[src/rtl/kbuf_ctrl_pkg.sv]
// Shared constants and FSM encodings for the keyboard controller that sequences
// the KBUF SFR.
package kbuf_ctrl_pkg;

  localparam int SFR_OP_LEN = 4;
  localparam logic [SFR_OP_LEN-1:0] OP_KBUF_WR_BYTE = 4'h6;

  localparam logic [7:0] PS2_BREAK = 8'hF0;
  localparam logic [7:0] PS2_EXT   = 8'hE0;

  typedef enum logic [1:0] {
    RX_IDLE   = 2'd0,
    RX_DATA   = 2'd1,
    RX_PARITY = 2'd2,
    RX_STOP   = 2'd3
  } rx_state_t;

  typedef enum logic [1:0] {
    W_IDLE     = 2'd0,
    W_WRITE    = 2'd1,
    W_WAIT_ACK = 2'd2
  } wr_state_t;

endpackage

[src/rtl/kbuf_ctrl_ps2_rx_frame.sv]
// PS/2 device-to-host frame receiver: pin synchronizers, clock glitch filter,
// frame FSM with inter-edge timeout. Emits a validated byte or a parity error.
module kbuf_ctrl_ps2_rx_frame
  import kbuf_ctrl_pkg::*;
#(
  parameter int FILTER_CYC  = 8,
  parameter int TIMEOUT_CYC = 200000
) (
  input  logic       i_clk,
  input  logic       i_rst_n,
  input  logic       i_ps2_clk,
  input  logic       i_ps2_data,
  output logic       o_byte_valid,
  output logic [7:0] o_byte,
  output logic       o_parity_err
);

  localparam int FW = $clog2(FILTER_CYC + 1);
  localparam int TW = $clog2(TIMEOUT_CYC + 1);

  logic [1:0]    clk_sync_reg;
  logic [1:0]    data_sync_reg;
  logic          filt_reg;
  logic          filt_prev_reg;
  logic [FW-1:0] filt_cnt_reg;
  logic [TW-1:0] tmo_cnt_reg;

  rx_state_t     state_reg, state_next;
  logic [2:0]    bit_cnt_reg, bit_cnt_next;
  logic [7:0]    shift_reg, shift_next;
  logic          parity_reg, parity_next;

  logic          strobe;
  logic          sdata;
  logic          timeout;

  assign strobe  = filt_prev_reg & ~filt_reg;
  assign sdata   = data_sync_reg[1];
  assign timeout = (tmo_cnt_reg == TW'(TIMEOUT_CYC));

  always_ff @(posedge i_clk or negedge i_rst_n) begin
    if (!i_rst_n) begin
      clk_sync_reg  <= '0;
      data_sync_reg <= '0;
      filt_reg      <= 1'b0;
      filt_prev_reg <= 1'b0;
      filt_cnt_reg  <= '0;
    end else begin
      clk_sync_reg  <= {clk_sync_reg[0], i_ps2_clk};
      data_sync_reg <= {data_sync_reg[0], i_ps2_data};
      filt_prev_reg <= filt_reg;
      // Any sample matching the current level restarts the run of differing samples.
      if (clk_sync_reg[1] == filt_reg) begin
        filt_cnt_reg <= '0;
      end else if (filt_cnt_reg == FW'(FILTER_CYC - 1)) begin
        filt_reg     <= clk_sync_reg[1];
        filt_cnt_reg <= '0;
      end else begin
        filt_cnt_reg <= filt_cnt_reg + 1'b1;
      end
    end
  end

  always_ff @(posedge i_clk or negedge i_rst_n) begin
    if (!i_rst_n) begin
      tmo_cnt_reg <= '0;
    end else if (strobe || state_reg == RX_IDLE) begin
      tmo_cnt_reg <= '0;
    end else if (!timeout) begin
      tmo_cnt_reg <= tmo_cnt_reg + 1'b1;
    end
  end

  always_ff @(posedge i_clk or negedge i_rst_n) begin
    if (!i_rst_n) begin
      state_reg   <= RX_IDLE;
      bit_cnt_reg <= '0;
      shift_reg   <= '0;
      parity_reg  <= 1'b0;
    end else begin
      state_reg   <= state_next;
      bit_cnt_reg <= bit_cnt_next;
      shift_reg   <= shift_next;
      parity_reg  <= parity_next;
    end
  end

  always_comb begin
    state_next   = state_reg;
    bit_cnt_next = bit_cnt_reg;
    shift_next   = shift_reg;
    parity_next  = parity_reg;
    o_byte_valid = 1'b0;
    o_parity_err = 1'b0;
    if (state_reg != RX_IDLE && timeout) begin
      state_next = RX_IDLE;
    end else if (strobe) begin
      case (state_reg)
        RX_IDLE: begin
          if (!sdata) begin
            state_next   = RX_DATA;
            bit_cnt_next = '0;
          end
        end
        RX_DATA: begin
          shift_next   = {sdata, shift_reg[7:1]};
          bit_cnt_next = bit_cnt_reg + 1'b1;
          if (bit_cnt_reg == 3'd7) state_next = RX_PARITY;
        end
        RX_PARITY: begin
          parity_next = sdata;
          state_next  = RX_STOP;
        end
        RX_STOP: begin
          if (sdata && (^{shift_reg, parity_reg})) o_byte_valid = 1'b1;
          else                                     o_parity_err = 1'b1;
          state_next = RX_IDLE;
        end
        default: state_next = RX_IDLE;
      endcase
    end
  end

  assign o_byte = shift_reg;

endmodule

[src/rtl/kbuf_ctrl.sv]
// Keyboard controller: receives PS/2 scancodes, filters break sequences, queues
// them and feeds KBUF one byte per CPU acknowledge with a level interrupt.
module kbuf_ctrl
  import kbuf_ctrl_pkg::*;
#(
  parameter int FILTER_CYC  = 8,
  parameter int TIMEOUT_CYC = 200000,
  parameter int FIFO_DEPTH  = 4,
  parameter int DROP_BREAK  = 1
) (
  input  logic                  i_clk,
  input  logic                  i_rst_n,
  input  logic                  i_ps2_clk,
  input  logic                  i_ps2_data,
  input  logic                  i_ack,
  output logic [SFR_OP_LEN-1:0] o_op,
  output logic [7:0]            o_byte,
  output logic                  o_irq,
  output logic                  o_parity_err,
  output logic                  o_overflow
);

  localparam int AW = $clog2(FIFO_DEPTH);
  localparam int CW = AW + 1;

  logic       rx_valid;
  logic [7:0] rx_byte;

  kbuf_ctrl_ps2_rx_frame #(
    .FILTER_CYC  (FILTER_CYC),
    .TIMEOUT_CYC (TIMEOUT_CYC)
  ) u_rx (
    .i_clk        (i_clk),
    .i_rst_n      (i_rst_n),
    .i_ps2_clk    (i_ps2_clk),
    .i_ps2_data   (i_ps2_data),
    .o_byte_valid (rx_valid),
    .o_byte       (rx_byte),
    .o_parity_err (o_parity_err)
  );

  logic          break_pending_reg;
  logic          pass;
  logic          push;
  logic          pop;
  logic          full;
  logic          wr_en;
  logic [7:0]    mem_reg [FIFO_DEPTH];
  logic [AW-1:0] head_reg;
  logic [AW-1:0] tail_reg;
  logic [CW-1:0] count_reg;
  logic          overflow_reg;
  logic [7:0]    byte_reg;
  wr_state_t     w_state_reg, w_state_next;

  // Break code and its follower are dropped; an extended prefix always passes.
  always_comb begin
    pass = 1'b1;
    if (DROP_BREAK != 0) begin
      if (rx_byte == PS2_BREAK)      pass = 1'b0;
      else if (rx_byte == PS2_EXT)   pass = 1'b1;
      else if (break_pending_reg)    pass = 1'b0;
    end
  end

  assign push  = rx_valid & pass;
  assign pop   = (w_state_reg == W_WRITE);
  assign full  = (count_reg == CW'(FIFO_DEPTH));
  assign wr_en = push & (~full | pop);

  always_ff @(posedge i_clk or negedge i_rst_n) begin
    if (!i_rst_n) begin
      break_pending_reg <= 1'b0;
    end else if (rx_valid && DROP_BREAK != 0) begin
      if (rx_byte == PS2_BREAK)                           break_pending_reg <= 1'b1;
      else if (rx_byte != PS2_EXT && break_pending_reg)   break_pending_reg <= 1'b0;
    end
  end

  always_ff @(posedge i_clk or negedge i_rst_n) begin
    if (!i_rst_n) begin
      for (int i = 0; i < FIFO_DEPTH; i++) mem_reg[i] <= '0;
      head_reg     <= '0;
      tail_reg     <= '0;
      count_reg    <= '0;
      overflow_reg <= 1'b0;
    end else begin
      if (wr_en) begin
        mem_reg[tail_reg] <= rx_byte;
        tail_reg          <= tail_reg + 1'b1;
      end
      if (pop) head_reg <= head_reg + 1'b1;
      count_reg <= count_reg + CW'(wr_en) - CW'(pop);
      if (push && !wr_en) overflow_reg <= 1'b1;
    end
  end

  always_comb begin
    w_state_next = w_state_reg;
    case (w_state_reg)
      W_IDLE:     if (count_reg != '0) w_state_next = W_WRITE;
      W_WRITE:    w_state_next = W_WAIT_ACK;
      W_WAIT_ACK: if (i_ack) w_state_next = W_IDLE;
      default:    w_state_next = W_IDLE;
    endcase
  end

  // The head is captured on entry to W_WRITE so o_byte holds it afterwards.
  always_ff @(posedge i_clk or negedge i_rst_n) begin
    if (!i_rst_n) begin
      w_state_reg <= W_IDLE;
      byte_reg    <= '0;
    end else begin
      w_state_reg <= w_state_next;
      if (w_state_reg == W_IDLE && w_state_next == W_WRITE) byte_reg <= mem_reg[head_reg];
    end
  end

  assign o_op       = (w_state_reg == W_WRITE) ? OP_KBUF_WR_BYTE : '0;
  assign o_byte     = byte_reg;
  assign o_irq      = (w_state_reg == W_WAIT_ACK);
  assign o_overflow = overflow_reg;

endmodule

[config.mk]
export PLATFORM = sky130hd
export DESIGN_NAME = kbuf_ctrl
export DESIGN_NICKNAME = d
export VERILOG_FILES = /design/src/rtl/kbuf_ctrl_pkg.sv /design/src/rtl/kbuf_ctrl_ps2_rx_frame.sv /design/src/rtl/kbuf_ctrl.sv
export SDC_FILE = /design/constraint.sdc
export NUM_CORES = 1
export LEC_CHECK = 0
export BUFFER_PORTS_ARGS = -buffer_cell sky130_fd_sc_hd__buf_4
export CAP_MARGIN = 20
export CORE_AREA = 2 2 84 106
export DETAILED_ROUTE_END_ITERATION = 12
export DIE_AREA = 0 0 86 108
export PLACE_DENSITY = 0.71
export SYNTH_ARGS = -nofsm -noshare
export SYNTH_HDL_FRONTEND = slang
export SYNTH_SLANG_ARGS = --single-unit
export TNS_END_PERCENT = 50
[constraint.sdc]
create_clock -name i_clk -period 3.7 [get_ports i_clk]
set_input_delay 0.555 -clock i_clk [delete_from_list [all_inputs] [get_ports i_clk]]
set_output_delay 0.555 -clock i_clk [all_outputs]
set_load 0.05 [all_outputs]
==> impl_metrics.tcl <==
set metrics [dict create \
    first_global_vias 2765 \
    htree_num_levels 3 \
    setup_slack_after_placement_ns 0.991 \
    result_of_the_run "finished, final reports clean" \
    worst-path-max-fanout 6 \
    postRouteAntennaNets 0 \
    tightest_slew_ns 0.799 \
    cp_data_required_time_ns 3.14 \
    place.detailed.instances 458 \
    multi_input_comb_area_mm2 0.00198 \
    clock_tree.root_cell "clkbuf_8" \
    buffers_inserted_during_post_cts_setup_optimization 0 \
    critical-path-max-stage-delay_ns 0.43 \
    dieWidth_um 86 \
    std_cell_rows 37 \
    crit_buf_inv 2 \
    min_period_over_period_pct 79.1 \
    ff2ff_path_depth 9 \
    crit_path_start "u_rx.tmo_cnt_reg[0]$_DFFE_PN0P_" \
    number_of_flip_flops_in_the_largest_register 32 \
    proportion_of_netlist_area_held_by_the_largest_area_contributor_pct 52.4 \
    fin_worst_hold_slack_ns 0.109 \
    design.die.area_mm2 0.00929 \
    cap_viol_max_count 0 \
    port_buffers 17 \
    clkSinkCount 93 \
    viasPerCell 5.56 \
    setup_viol_count_final 0 \
    path_class "reg -> out" \
    insertedDiodeCount 0 \
    ff_latch_area_mm2 0.00233 \
    average_footprint_of_a_synthesized_cell_um2 12.5 \
    nNetsFinal 394 \
    postRouteWirelength_um 7380 \
    final-hold-violation-count 0 \
    ys_warn_count 0 \
    detailedRoute.firstPassIterationCount 4 \
    fin_skew_ns 0.00910 \
    yosys.area.top_type "dfrtp_1" \
    r2r_setup_slack_ns 0.95 \
    grt-ovfl-total 0 \
    postCtsResizedCells 0 \
    first_iter_violations 82 \
    grt_max_degree 83 \
    synthToLayoutAreaGrowth_pct 9.35 \
    max_clock_freq_mhz 342 \
    clock_tree_from_tritoncts "built" \
    unique_cell_type_count_in_the_yosys_netlist 50 \
    final_cell_mix "dfrtp_1 (93), mux2_2 (50), nor2_1 (23), buf_4 (20), inv_1 (19)" \
    num_io_pins 20 \
    hold_class "in -> async" \
    die_height_um 108 \
    critical_path.slowest_cell "dfrtp_1" \
    routed-via-count 2641 \
    final_common_cell "dfrtp_1" \
    groute.usage.overall_pct 17.5 \
    worst_setup_hold_path_clk_slew_ns 0.09 \
    synth_sequential_area_ratio_pct 52.4 \
    unrepaired_setup_endpoints_after_global_routing "false" \
    synth-edff-count 0 \
    cts_hold_fix_bufs 0 \
    global_route_wire_length_before_repair_um 12600 \
    final_period_minus_worst_setup_slack_ns 2.93 \
    start_util_pct 54.2 \
    slew_viol_final 0 \
    synth.top_cells.by_area "dfrtp_1 (52%), mux2_2 (13%), ha_1 (4.2%)" \
    wl_per_cell_um 15.5 \
    crit_chain "inv_1 -> ha_1 -> nand4b_1 -> nor3b_1 -> nand3_1 -> o211ai_1 -> nor2_1 -> buf_4" \
    crit_path_start_kind "flop" \
    async_reset_ff_share_pct 100 \
    worst_setup_path_end_kind "output port" \
    worstPathArrival_ns 2.37 \
    synthFlopType "dfrtp_1" \
    worst_ir_drop_vdd_mv 0.375 \
    synthesized_instance_count 354 \
    place.detailed.hpwl_um 5000 \
    synth_seq_cells 93 \
    fp.coreArea_mm2 0.00819 \
    design_power_total_mw 2.67 \
    timing.critical_path.max_delay_family "simple AND/OR/NAND/NOR gates" \
    clk_path_buf_depth 2 \
    grt_antenna_before_repair 0 \
    fillCellCount 659 \
    gp_routability_congestion 0.820 \
    critical_path.reg2reg.startpoint "u_rx.tmo_cnt_reg[0]$_DFFE_PN0P_" \
    fin_setup_tns_ns 0 \
    crit-reg2reg-capture "count_reg[2]$_DFF_PN0_" \
    final_layout_size_suffix_gt1_share_pct 27.8 \
    cts_inserted_buffers 9 \
    power.leakage_nw 2.33 \
    slew_hr_pct 46.5 \
    insertion_delay_ns 0.36 \
    mappedNetlistArea_mm2 0.00444 \
    cellPowerDensity_mw_per_mm2 549 \
    drcViolationCount 0 \
    layout_setup_ws_ns 0.773 \
    layoutNonFillerInstCount 475 \
]
report_power, final:
group	switching (mW)	total [mW]	leakage [nW]	internal, mW
clock	0.376	0.631	0.0921	0.255
sequential	0.147	1.27	1.27	1.12
combinational	0.447	0.767	0.971	0.320
through the flow:
| step | utilization [%] | instance area, um2 |
|---|---|---|
| detailed placement | 56.7 | 4650 |
| global placement | 56.7 | 4650 |
| finish | 59.3 | 4860 |
| floorplan | - | 4450 |
| CTS | 58.9 | 4830 |
| global route | 59.3 | 4860 |
routing by layer:
| layer | track usage [%] | share of wire (%) | wire length, um |
|---|---|---|---|
| met1 | 20.8 | 44 | 3230 |
| met5 | 0 | 0 | 0 |
| met3 | 4.12 | 3.0 | 222 |
| met2 | 30.6 | 51 | 3790 |
| met4 | 7.03 | 1.9 | 142 |
how the worst max path moves through the flow:
stage	cells after the start	to	slack, ns
2_1_floorplan	6	o_parity_err	0.97
3_3_place_gp	7	count_reg[2]$_DFF_PN0_	1.07
5_1_grt	8	o_parity_err	0.57
6_report	8	o_parity_err	0.77
4_1_cts	6	o_parity_err	0.74
3_5_place_dp	7	count_reg[2]$_DFF_PN0_	0.99
Yosys cell counts (2+ instances only):
cell,count
o211ai_1,2
mux2_2,50
or3_1,9
or2_2,2
clkbuf_1,8
a31oi_1,2
inv_1,19
buf_4,4
nand3_1,9
nor3_1,6
nand2_1,17
o21ai_0,9
nand4b_1,2
nor3_2,2
nor2b_1,2
ha_1,15
a21oi_1,7
nand4_1,7
xor2_1,11
nor2_1,23
xnor2_1,12
mux2i_1,4
mux4_2,8
nor4_4,2
nand2b_1,5
dfrtp_1,93
cells by family (layout without fill, tap and decap cells):
| kind of cell | after synthesis | in the layout | synth area share (%) |
|---|---|---|---|
| buffers and inverters | 33 | 56 | 3.18 |
| multiplexers | 62 | 62 | 17.6 |
| AO/OA/AOI/OAI | 28 | 28 | 3.92 |
| flip-flops | 93 | 93 | 52.4 |
| XOR/XNOR | 25 | 25 | 5.69 |
| adder cells (fa/ha/maj) | 16 | 16 | 4.68 |
| other | 1 | 2 | 0.0844 |
| AND/OR/NAND/NOR | 96 | 96 | 12.4 |
cell type report:
type | instances | share of cell area, %
Sequential cell | 93 | 47.9
Multi-Input combinational cell | 229 | 40.7
Timing Repair Buffer | 21 | 3.66
Clock buffer | 9 | 2.55
Tap cell | 97 | 2.50
Inverter | 19 | 1.47
Clock inverter | 7 | 1.21
Note: power is estimated with default switching activity, not from simulation.
